===== src/rtl/phase_scan_pkg.sv =====
// Shared types and constants for the phase_scan sweep engine.
// PHASE_SCAN_TRACK_EN adds the TRACK state used for post-sweep peak tracking.
package phase_scan_pkg;

    localparam int unsigned PHASE_W = 16;
    localparam int unsigned MAG_W   = 8;

    typedef enum logic [2:0] {
        S_IDLE   = 3'd0,
        S_SETTLE = 3'd1,
        S_ACCUM  = 3'd2,
        S_EVAL   = 3'd3,
        S_DONE   = 3'd4
`ifdef PHASE_SCAN_TRACK_EN
        ,
        S_TRACK  = 3'd5
`endif
    } state_t;

endpackage


===== src/rtl/scan_avg.sv =====
// Sample counter and accumulator: discards settle samples, then sums 2^AVG_LOG2 samples.
// Counter and accumulator clear whenever neither phase is active, or on clr.
module scan_avg
    import phase_scan_pkg::*;
#(
    parameter int unsigned AVG_LOG2 = 2,
    parameter int unsigned SETTLE   = 1
) (
    input  logic             clk,
    input  logic             rst,
    input  logic             clr,
    input  logic             settling,
    input  logic             accumulating,
    input  logic             rdy,
    input  logic [MAG_W-1:0] value,
    output logic             settle_done_c,
    output logic             accum_done_c,
    output logic [MAG_W-1:0] avg_c
);

    localparam int unsigned ACC_W = MAG_W + AVG_LOG2;
    localparam int unsigned CNT_W = 5;
    localparam logic [CNT_W-1:0] SETTLE_LAST = CNT_W'((SETTLE == 0) ? 0 : SETTLE - 1);
    localparam logic [CNT_W-1:0] ACCUM_LAST  = CNT_W'((1 << AVG_LOG2) - 1);

    logic [CNT_W-1:0] cnt;
    logic [ACC_W-1:0] acc;

    assign settle_done_c = settling && rdy && (cnt == SETTLE_LAST);
    assign accum_done_c  = accumulating && rdy && (cnt == ACCUM_LAST);
    assign avg_c         = MAG_W'(acc >> AVG_LOG2);

    always_ff @(posedge clk) begin
        if (rst || clr || !(settling || accumulating)) begin
            cnt <= '0;
            acc <= '0;
        end else if (settling) begin
            if (rdy) cnt <= settle_done_c ? '0 : cnt + CNT_W'(1);
        end else if (rdy) begin
            cnt <= accum_done_c ? '0 : cnt + CNT_W'(1);
            acc <= acc + ACC_W'(value);
        end
    end

endmodule


===== src/rtl/phase_scan.sv =====
// Phase sweep: steps the demodulator phase, averages magnitude per step, reports the peak.
// Define PHASE_SCAN_TRACK_EN to keep tracking the peak (+/- one step) after a sweep.
module phase_scan
    import phase_scan_pkg::*;
#(
    parameter int unsigned STEP_LOG2 = 12,
    parameter int unsigned AVG_LOG2  = 2,
    parameter int unsigned SETTLE    = 1
) (
    input  logic        clk,
    input  logic        rst_in,
    input  logic        start,
    input  logic [7:0]  value,
    input  logic        rdy,
    output logic [15:0] phase,
    output logic        busy,
    output logic        done,
    output logic [15:0] best_phase,
    output logic [7:0]  best_mag
);

    localparam logic [PHASE_W-1:0] STEP       = PHASE_W'(1 << STEP_LOG2);
    localparam logic [PHASE_W-1:0] LAST_PHASE = PHASE_W'((1 << PHASE_W) - (1 << STEP_LOG2));
    localparam state_t             FIRST      = (SETTLE == 0) ? S_ACCUM : S_SETTLE;

    state_t             state;
    logic               settle_done_c;
    logic               accum_done_c;
    logic [MAG_W-1:0]   avg_c;
    logic               new_best_c;
    logic               restart_c;

`ifdef PHASE_SCAN_TRACK_EN
    logic               trk;
    logic [1:0]         tidx;
    logic [MAG_W-1:0]   centre_mag;
    logic [MAG_W-1:0]   plus_mag;
    assign restart_c = start && trk;
`else
    assign restart_c = 1'b0;
`endif

    assign new_best_c = avg_c > best_mag;

    scan_avg #(.AVG_LOG2(AVG_LOG2), .SETTLE(SETTLE)) u_avg (
        .clk           (clk),
        .rst           (rst_in),
        .clr           (restart_c),
        .settling      (state == S_SETTLE),
        .accumulating  (state == S_ACCUM),
        .rdy           (rdy),
        .value         (value),
        .settle_done_c (settle_done_c),
        .accum_done_c  (accum_done_c),
        .avg_c         (avg_c)
    );

    always_ff @(posedge clk) begin
        if (rst_in) begin
            state      <= S_IDLE;
            phase      <= '0;
            busy       <= 1'b0;
            done       <= 1'b0;
            best_phase <= '0;
            best_mag   <= '0;
`ifdef PHASE_SCAN_TRACK_EN
            trk        <= 1'b0;
            tidx       <= '0;
            centre_mag <= '0;
            plus_mag   <= '0;
`endif
        end else begin
            done <= 1'b0;
            case (state)
                S_IDLE: if (start) begin
                    phase      <= '0;
                    best_phase <= '0;
                    best_mag   <= '0;
                    busy       <= 1'b1;
                    state      <= FIRST;
                end
                S_SETTLE: if (settle_done_c) state <= S_ACCUM;
                S_ACCUM:  if (accum_done_c) state <= S_EVAL;
                S_EVAL: begin
`ifdef PHASE_SCAN_TRACK_EN
                    if (trk) begin
                        // Triple order: centre, centre+step, centre-step; decide on the third.
                        if (tidx == 2'd0) begin
                            centre_mag <= avg_c;
                            phase      <= best_phase + STEP;
                            tidx       <= 2'd1;
                            state      <= FIRST;
                        end else if (tidx == 2'd1) begin
                            plus_mag   <= avg_c;
                            phase      <= best_phase - STEP;
                            tidx       <= 2'd2;
                            state      <= FIRST;
                        end else begin
                            if (plus_mag > centre_mag && plus_mag >= avg_c) begin
                                best_phase <= best_phase + STEP;
                                best_mag   <= plus_mag;
                                phase      <= best_phase + STEP;
                            end else if (avg_c > centre_mag) begin
                                best_phase <= best_phase - STEP;
                                best_mag   <= avg_c;
                                phase      <= best_phase - STEP;
                            end else begin
                                best_mag   <= centre_mag;
                                phase      <= best_phase;
                            end
                            done  <= 1'b1;
                            busy  <= 1'b0;
                            state <= S_DONE;
                        end
                    end else
`endif
                    begin
                        if (new_best_c) begin
                            best_mag   <= avg_c;
                            best_phase <= phase;
                        end
                        if (phase == LAST_PHASE) begin
                            phase <= new_best_c ? phase : best_phase;
                            done  <= 1'b1;
                            busy  <= 1'b0;
                            state <= S_DONE;
                        end else begin
                            phase <= phase + STEP;
                            state <= FIRST;
                        end
                    end
                end
`ifdef PHASE_SCAN_TRACK_EN
                S_DONE: begin
                    trk   <= 1'b1;
                    busy  <= 1'b1;
                    state <= S_TRACK;
                end
                S_TRACK: begin
                    phase <= best_phase;
                    tidx  <= 2'd0;
                    state <= FIRST;
                end
`else
                S_DONE: state <= S_IDLE;
`endif
                default: state <= S_IDLE;
            endcase
`ifdef PHASE_SCAN_TRACK_EN
            // A start while tracking abandons the track and begins a fresh sweep.
            if (restart_c && state != S_DONE) begin
                phase      <= '0;
                best_phase <= '0;
                best_mag   <= '0;
                busy       <= 1'b1;
                done       <= 1'b0;
                trk        <= 1'b0;
                state      <= FIRST;
            end
`endif
        end
    end

endmodule


===== config.mk =====
export PLATFORM = sky130hd
export DESIGN_NAME = phase_scan
export DESIGN_NICKNAME = d
export VERILOG_FILES = /design/src/rtl/phase_scan_pkg.sv /design/src/rtl/scan_avg.sv /design/src/rtl/phase_scan.sv
export SDC_FILE = /design/constraint.sdc
export NUM_CORES = 1
export LEC_CHECK = 0
export BUFFER_PORTS_ARGS = -buffer_cell sky130_fd_sc_hd__buf_2
export CORE_MARGIN = 1.5
export CORE_UTILIZATION = 40
export DETAILED_ROUTE_END_ITERATION = 10
export SLEW_MARGIN = 20
export SYNTH_ARGS = -nofsm -noshare
export SYNTH_HDL_FRONTEND = slang
export SYNTH_SLANG_ARGS = --single-unit

===== constraint.sdc =====
create_clock -name clk -period 6.4 [get_ports clk]
set_input_delay 0 -clock clk [delete_from_list [all_inputs] [get_ports clk]]
set_output_delay 0 -clock clk [all_outputs]
set_load 0.005 [all_outputs]

Word level (Yosys, flattened, before mapping). Cells that the tools add are included.

Word-level logic and storage cells: 62. Register bits after elaboration: 60.

Multiplexer cells: 22. Reduce and logical (&&, ||, !) cells: 16. Equal/unequal tests: 10. Add/sub/neg operators: 3. Order comparisons: 1. Bitwise logic cells: 2.

Operators by type and width (count): 16-bit one-hot mux with 2 select lines (2); 16-bit 2-to-1 mux (3); 5-bit 2-to-1 mux (5); 16-bit by 13-bit adder with 16-bit output, second input constant (1); 16-bit == test, second input constant (1); 8-bit 2-to-1 mux (2); 8-bit one-hot mux with 2 select lines (1); 3-bit 2-to-1 mux (4); 3-bit one-hot mux with 4 select lines (1); 10-bit by 8-bit adder with 10-bit output (1); 2-bit inequality test, second input constant (5); 3-bit AND reduction (3); 8-bit > comparator (1); 3-bit by 2-bit == test with 1-bit output, second input constant (2); 5-bit by 1-bit adder with 5-bit output, second input constant (1); 5-bit by 2-bit == test with 1-bit output, second input constant (1); 5-bit zero test (1); 1-bit logical AND (4); 2-bit AND reduction (2); 3-bit by 1-bit == test with 1-bit output, second input constant (1); 3-bit zero test (1); 1-bit 2-to-1 mux (3); 1-bit logical OR (2); 1-bit NOT (2); other kinds (4) (4).

Longest topological paths before layout. Gate-level depths: netlist of run 1.

Depth after elaboration: 6. Gate-level depth with buffers: 10.

Modules after synthesis. A second synthesis of run 1 with hierarchy kept.

Cells, all modules: 384. Area total of the unflattened synthesis: 3233.1 um^2.

By module, submodules not included: phase_scan (cells each 252, instances 1, area each 2159.6 um^2); scan_avg (cells each 132, instances 1, area each 1073.5 um^2).

Worst setup path after synthesis of run 1. Ideal clock, no wire load.

Path type: flip-flop to flip-flop. Start point: register phase[13]. End point: register phase[10]. Cell stages (with the launch flop): 8. Data arrival time: 2.193 ns. Setup slack: 4.090 ns. Buffers on the path: 1. Required time: 6.283 ns. Clock period less this slack: 2.310 ns. Library setup time: 0.117 ns. Cells stage by stage: dfxtp_1 ha_1 or4b_1 nor4_4 nor2b_1 o31a_1 buf_6 a22o_1.

Cells in the longest elaborated chain, start to end: 3.

RTL lines: start: declaration (RTL line phase_scan.sv:15) `output logic [15:0] phase,`; start signal: assignment (RTL line phase_scan.sv:123) `phase <= new_best_c ? phase : best_phase;`; start signal: assignment (RTL line phase_scan.sv:128) `phase <= phase + STEP;`; 16-bit == test (RTL line phase_scan.sv:122) `if (phase == LAST_PHASE) begin`; 16-bit 2-to-1 mux (RTL line phase_scan.sv:122); 16-bit one-hot mux with 2 select lines (RTL line phase_scan.sv:74) `case (state)`.

Every way passes these cells. A chain may end at the register's enable or synchronous reset.

Worst setup path after layout of run 1.
Start point: register best_mag[7]. End point: register best_phase[2].

Cells in the longest elaborated chain, start to end: 3.

RTL lines: start: declaration (RTL line phase_scan.sv:19) `output logic [7:0] best_mag`; start signal: assignment (RTL line phase_scan.sv:119) `best_mag <= avg_c;`; 8-bit > comparator (RTL line phase_scan.sv:43) `assign new_best_c = avg_c > best_mag;`; 16-bit 2-to-1 mux; 16-bit one-hot mux with 2 select lines; end signal: assignment (RTL line phase_scan.sv:120) `best_phase <= phase;`; end: declaration (RTL line phase_scan.sv:18) `output logic [15:0] best_phase,`.

Every way passes these cells.

==> results.json, run 1 <==
{
  "status": "finished clean",
  "path_max_fanout": 24,
  "synth_mux_area_frac": 0.0217,
  "core_mm2": 0.00687,
  "stdcell_count": 459,
  "gp_congestion": 0.801,
  "synthCells": 309,
  "worstMarginPinSlew_ps": 927,
  "clk_latency_ps": 330,
  "synth-seq-cells": 60,
  "postCtsResizedCells": 0,
  "grt_max_degree": 25,
  "leakage_nw": 1.54,
  "grt_pass1_wl_mm": 10.6,
  "drive_gt1_frac": 0.198,
  "nets": 392,
  "grt_pass1_vias": 2214,
  "wl_per_cell_um": 13.9,
  "reg2reg_from": "best_mag[7]",
  "yosys.area_share.simple": 0.174,
  "path_clk_slew_ps": 70,
  "fp.dieW_um": 87.9,
  "finalClockSkew_ps": 9.05,
  "synth_top_family_by_area": "compound AO/OA/AOI/OAI gates",
  "num_rows": 30,
  "maxCapViolations": 0,
  "synth.distinct_cells": 46,
  "clock-root-buffer": "clkbuf_8",
  "viasPerCell": 5.22,
  "async_flop_share": 0,
  "ant_nets": 0,
  "vias": 2397,
  "cts_tree": "yes",
  "postSynthAreaPerCell_um2": 9.34,
  "cp_num_buf_inv": 1,
  "synth_fp_nets": 341,
  "synth_compound_area_frac": 0.227,
  "die_height_um": 87.9,
  "cpPeakStageDelay_ps": 800,
  "cp-start-kind": "flip-flop",
  "cp_top_family": "simple AND/OR/NAND/NOR gates",
  "io_buffers": 53,
  "ioPinCount": 54,
  "worstReg2RegEnd": "best_phase[2]",
  "drv_slew": 0,
  "ir_worst_vdd_v": 0.000106,
  "power_density_mw_per_mm2": 223,
  "end_kind": "flip-flop",
  "synth_warnings": 0,
  "dp.cells": 445,
  "max_freq_mhz": 355,
  "cts_buffer_depth": 2,
  "drtIter0Drc": 80,
  "fin_crit_sh": 0.440,
  "overflow": 0,
  "rsz0062_at_grt": "no",
  "yosysMostFrequentCell": "dfxtp_1",
  "synth_adder_area_share": 0.0893,
  "synth_xor_area_frac": 0.0304,
  "h-tree-depth": 3,
  "startpoint": "best_mag[7]",
  "numCtsBuffers": 9,
  "cts_setup_buffers": 0,
  "antenna_found_initial": 0,
  "synth_edf_count": 0,
  "regToRegSetupSlack_ps": 3590,
  "cp.required_ps": 6670,
  "finalSetupTns_ps": 0,
  "cp.depth": 8,
  "min_period_ps": 2810,
  "netlist_area_mm2": 0.00289,
  "slew_headroom": 0.380,
  "crit_slowest_cell": "and3_1",
  "dp_hpwl_mm": 4.52,
  "synth_flop_cell": "dfxtp_1",
  "hold_buffers": 0,
  "yosysTopAreaCellShare": 0.416,
  "route.final.wire_length_mm": 6.40,
  "synth.yosys.seq_area_share": 0.416,
  "cp_data_arrival_time_ps": 3090,
  "cts_sinks": 60,
  "hold_viol_final": 0,
  "dr.pass1.iters": 4,
  "r2r_cells": 8,
  "yosysTopAreaCell": "dfxtp_1",
  "start_util": 0.420,
  "ys_top_cells_by_area": "dfxtp_1 42%, a22o_1 11%, ha_1 8.2%",
  "synthToLayoutAreaGrowth_pct": 17.4,
  "finalSetupViolCount": 0,
  "synth_commonest_cells": "60 x dfxtp_1, 36 x a22o_1, 22 x a21oi_1",
  "dieArea_mm2": 0.00773,
  "crit_end": "best_phase[2]",
  "path_class": "flip-flop to flip-flop",
  "grtUsageTotal": 0.176,
  "crit_path_cell_trace": "inv_1 -> ha_1 -> nand2_1 -> o21ai_0 -> o21ai_0 -> nand2_1 -> and3_1 -> a22o_1",
  "hp-class": "input pin to flip-flop",
  "antenna_cells": 0,
  "drc": 0
}
==> report_power, final <==
part	internal (mW)	switching (mW)	total [mW]	leakage [nW]
combinational	0.0267	0.0442	0.0709	0.957
clock	0.166	0.136	0.303	0.0941
sequential	0.378	0.00559	0.383	0.484
total	0.571	0.186	0.757	1.54
==> per-stage QoR <==
step / power [mW] / utilization / worst slack [ps] / area, um^2 / hold WS, ps
2_1_floorplan: 0.445 / - / 4090 / 2890 / 275
3_3_place_gp: 0.462 / 0.468 / 3630 / 3210 / 376
3_5_place_dp: 0.463 / 0.468 / 3580 / 3210 / 389
4_1_cts: 0.766 / 0.493 / 3550 / 3390 / 40.3
5_1_grt: 0.794 / 0.493 / 3320 / 3390 / 56.1
6_report: 0.757 / 0.493 / 3590 / 3390 / 45.5
==> sequential cells by signal (all words and copies together) (netlist names) <==
name	cells
u_avg.acc	10
done	1
state	3
busy	1
u_avg.cnt	5
best_mag	8
phase	16
best_phase	16
==> cells by family (layout without fill, tap and decap cells) <==
group,after synthesis,after routing
AO/OA/AOI/OAI,92,92
AND/OR/NAND/NOR,92,92
flip-flops,60,60
buffers and inverters,29,83
adder cells (fa/ha/maj),20,20
XOR/XNOR,10,10
multiplexers,6,6
==> cell type report <==
class / count / area, um^2
repair buffers: 53 / 265
clock inverters: 2 / 10.0
inverters: 16 / 60.1
multi-input cells: 220 / 1570
clock buffers: 12 / 165
flip-flops and latches: 60 / 1200
fillers: 655 / 3480
well taps: 96 / 120
==> per-layer routing <==
layer,GRT usage,vias to the layer above,wire length (um)
met4,0.0390,0,31
met3,0.0594,2,264
met2,0.278,42,2990
li1,-,1227,-
met5,0,-,0
met1,0.233,1126,3120
==> tightest hold or removal path: cells and delay by family <==
kind                   cells  cell delay (ps)
buffers and inverters      1              160
AND/OR/NAND/NOR            1              100
AO/OA/AOI/OAI              1               60
==> worst min path at each step <==
stage	startpoint	to	slack, ps	depth (start not counted)
after floorplan	value[0]	u_avg.acc[0]	280	3
after global placement	rdy	u_avg.cnt[0]	380	3
after detailed placement	done	done	390	1
after CTS	rdy	state[0]	40	3
after global routing	rdy	u_avg.cnt[0]	60	3
final	rdy	state[0]	50	3
==> layout by cell type, fill, tap and decap left out, drive strengths merged, types with 2 or more instances in the layout <==
| cell | instances |
|---|---|
| dfxtp | 60 |
| o211ai | 3 |
| xnor2 | 3 |
| a21oi | 22 |
| nand2b | 2 |
| a31o | 2 |
| nand4 | 6 |
| a22o | 36 |
| ha | 19 |
| or3 | 2 |
| a21o | 5 |
| mux2 | 2 |
| o22ai | 2 |
| nor2b | 17 |
| o21ai | 11 |
| nand3 | 3 |
| and3 | 5 |
| nor3 | 5 |
| clkbuf | 12 |
| mux2i | 4 |
| nor4 | 2 |
| nand3b | 2 |
| buf | 53 |
| clkinv | 2 |
| nand2 | 20 |
| a211oi | 3 |
| xor2 | 7 |
| inv | 16 |
| or4 | 2 |
| nor3b | 2 |
| nor2 | 17 |
| and2 | 5 |
(Power assumes the default switching activity.)
==> inputs of run 2 (changes only) <==
clock period = 2.5 ns   (was 6.4 ns; I/O delays follow)
==> results.json, run 2 (synthesized netlist as in run 1, its figures left out) <==
{
  "hold_buffers": 0,
  "overflow": 0,
  "final_common_cell": "dfxtp_1",
  "seqCellArea_mm2": 0.00120,
  "cts_tree": "yes",
  "power_density_mw_per_mm2": 581,
  "crit_slowest_cell": "or4b_1",
  "nFillCells": 682,
  "dp_hpwl_mm": 4.73,
  "hold_depth": 4,
  "h-tree-depth": 3,
  "vias": 2537,
  "leakage_nw": 1.61,
  "max_freq_mhz": 423,
  "dp.cells": 458,
  "core_mm2": 0.00687,
  "timing.hold.ws_ps": 42.0,
  "mostFrequentLayoutCells": "60 x dfxtp_1, 53 x buf_2, 36 x a22o_1",
  "cts_sinks": 60,
  "finalClockSkew_ps": 7.46,
  "worstReg2RegEnd": "phase[8]",
  "multiInputGateArea_mm2": 0.00157,
  "cts_setup_buffers": 0,
  "cp_top_family": "simple AND/OR/NAND/NOR gates",
  "cp_data_arrival_time_ps": 2590,
  "min_from": "value[0]",
  "gp_congestion": 0.843,
  "hp-class": "input pin to flip-flop",
  "start_util": 0.420,
  "ant_nets": 0,
  "reg.largest.list": "best_phase: 16 flops, phase: 16 flops, u_avg.acc: 10 flops",
  "finalSetupTns_ps": 0,
  "path_clk_slew_ps": 60,
  "dr.pass1.iters": 4,
  "worstMarginPinSlew_ps": 534,
  "clk_latency_ps": 340,
  "crit_path_cell_trace": "ha_1 -> or4b_1 -> nor4_4 -> nor2b_1 -> o31a_2 -> a22o_1",
  "path_class": "flip-flop to flip-flop",
  "power_mw": 2.03,
  "rsz0062_at_grt": "no",
  "reg2reg_from": "phase[12]",
  "nets": 405,
  "grtUsageTotal": 0.186,
  "hold_viol_final": 0,
  "drc": 0,
  "fin_crit_sh": 0.946,
  "grt_max_degree": 20,
  "ir_worst_vdd_v": 0.000268,
  "drtIter0Drc": 135,
  "viasPerCell": 5.36,
  "cp.required_ps": 2730,
  "antenna_cells": 0,
  "ioPinCount": 54,
  "drive_gt1_frac": 0.231,
  "num_rows": 30,
  "stdcell_count": 473,
  "cp.depth": 6,
  "end_kind": "flip-flop",
  "fp.dieW_um": 87.9,
  "path_max_fanout": 12,
  "io_buffers": 53,
  "cp-start-kind": "flip-flop",
  "slew_headroom": 0.642,
  "antenna_found_initial": 0,
  "cpPeakStageDelay_ps": 510,
  "die_height_um": 87.9,
  "drv_slew": 0,
  "cts_buffer_depth": 2,
  "synthToLayoutAreaGrowth_pct": 21.3,
  "min_period_ps": 2360,
  "route.final.wire_length_mm": 6.71,
  "r2r_cells": 6,
  "regToRegSetupSlack_ps": 140,
  "grt_pass1_wl_mm": 11.0,
  "status": "finished clean",
  "dieArea_mm2": 0.00773,
  "holdPathEnd": "u_avg.acc[0]",
  "grt_pass1_vias": 2329,
  "numCtsBuffers": 9,
  "postCtsResizedCells": 0,
  "clock-root-buffer": "clkbuf_8",
  "wl_per_cell_um": 14.2,
  "cp_num_buf_inv": 0,
  "maxCapViolations": 0,
  "finalSetupViolCount": 0
}
## run 2: cell count changes in the layout (fill, tap and decap cells not counted), sizes merged
cell,delta
buf,+13
clkinv,+1
clkbuf,-2
clkinvlp,+1
bufinv,+1
## run 2: routing by layer
layer,vias up,share of wire,global-route usage
met5,-,0,0
li1,1257,-,-
met2,64,0.46,0.279
met1,1204,0.48,0.255
met4,0,0.014,0.0592
met3,12,0.048,0.0584
## run 2: worst max-delay path by stage
stage | startpoint | endpoint | slack (ps)
after floorplan | phase[13] | phase[2] | 190
after global placement | phase[12] | phase[11] | 190
after detailed placement | phase[12] | phase[6] | 90
after CTS | phase[12] | phase[8] | 70
after global routing | phase[12] | phase[8] | 5
final | phase[12] | phase[8] | 140
## run 2: where the power goes
part | switching (mW) | internal [mW]
logic | 0.119 | 0.0828
registers | 0.0134 | 0.967
clock network | 0.376 | 0.476
total | 0.509 | 1.53
## run 2: area by class of cell
cell class                 instances  area share
tap                               96      0.0343
timing repair buffer              66       0.104
inverter                          16      0.0172
multi-input combinational        220       0.447
clock inverter                     5      0.0150
sequential                        60       0.343
clock buffer                      10      0.0393
## run 2: stage by stage
stage	setup slack [ps]	cell area, um^2	utilization
3_3_place_gp	188	3310	0.482
6_report	136	3500	0.510
2_1_floorplan	190	2890	-
3_5_place_dp	95.0	3310	0.482
5_1_grt	5.21	3500	0.510
4_1_cts	69.4	3500	0.509
## run 2: worst min-delay path, stage by stage
cell and delay, ps:
buf_2 80, ha_1 120, nand2_1 40, a21oi_1 100
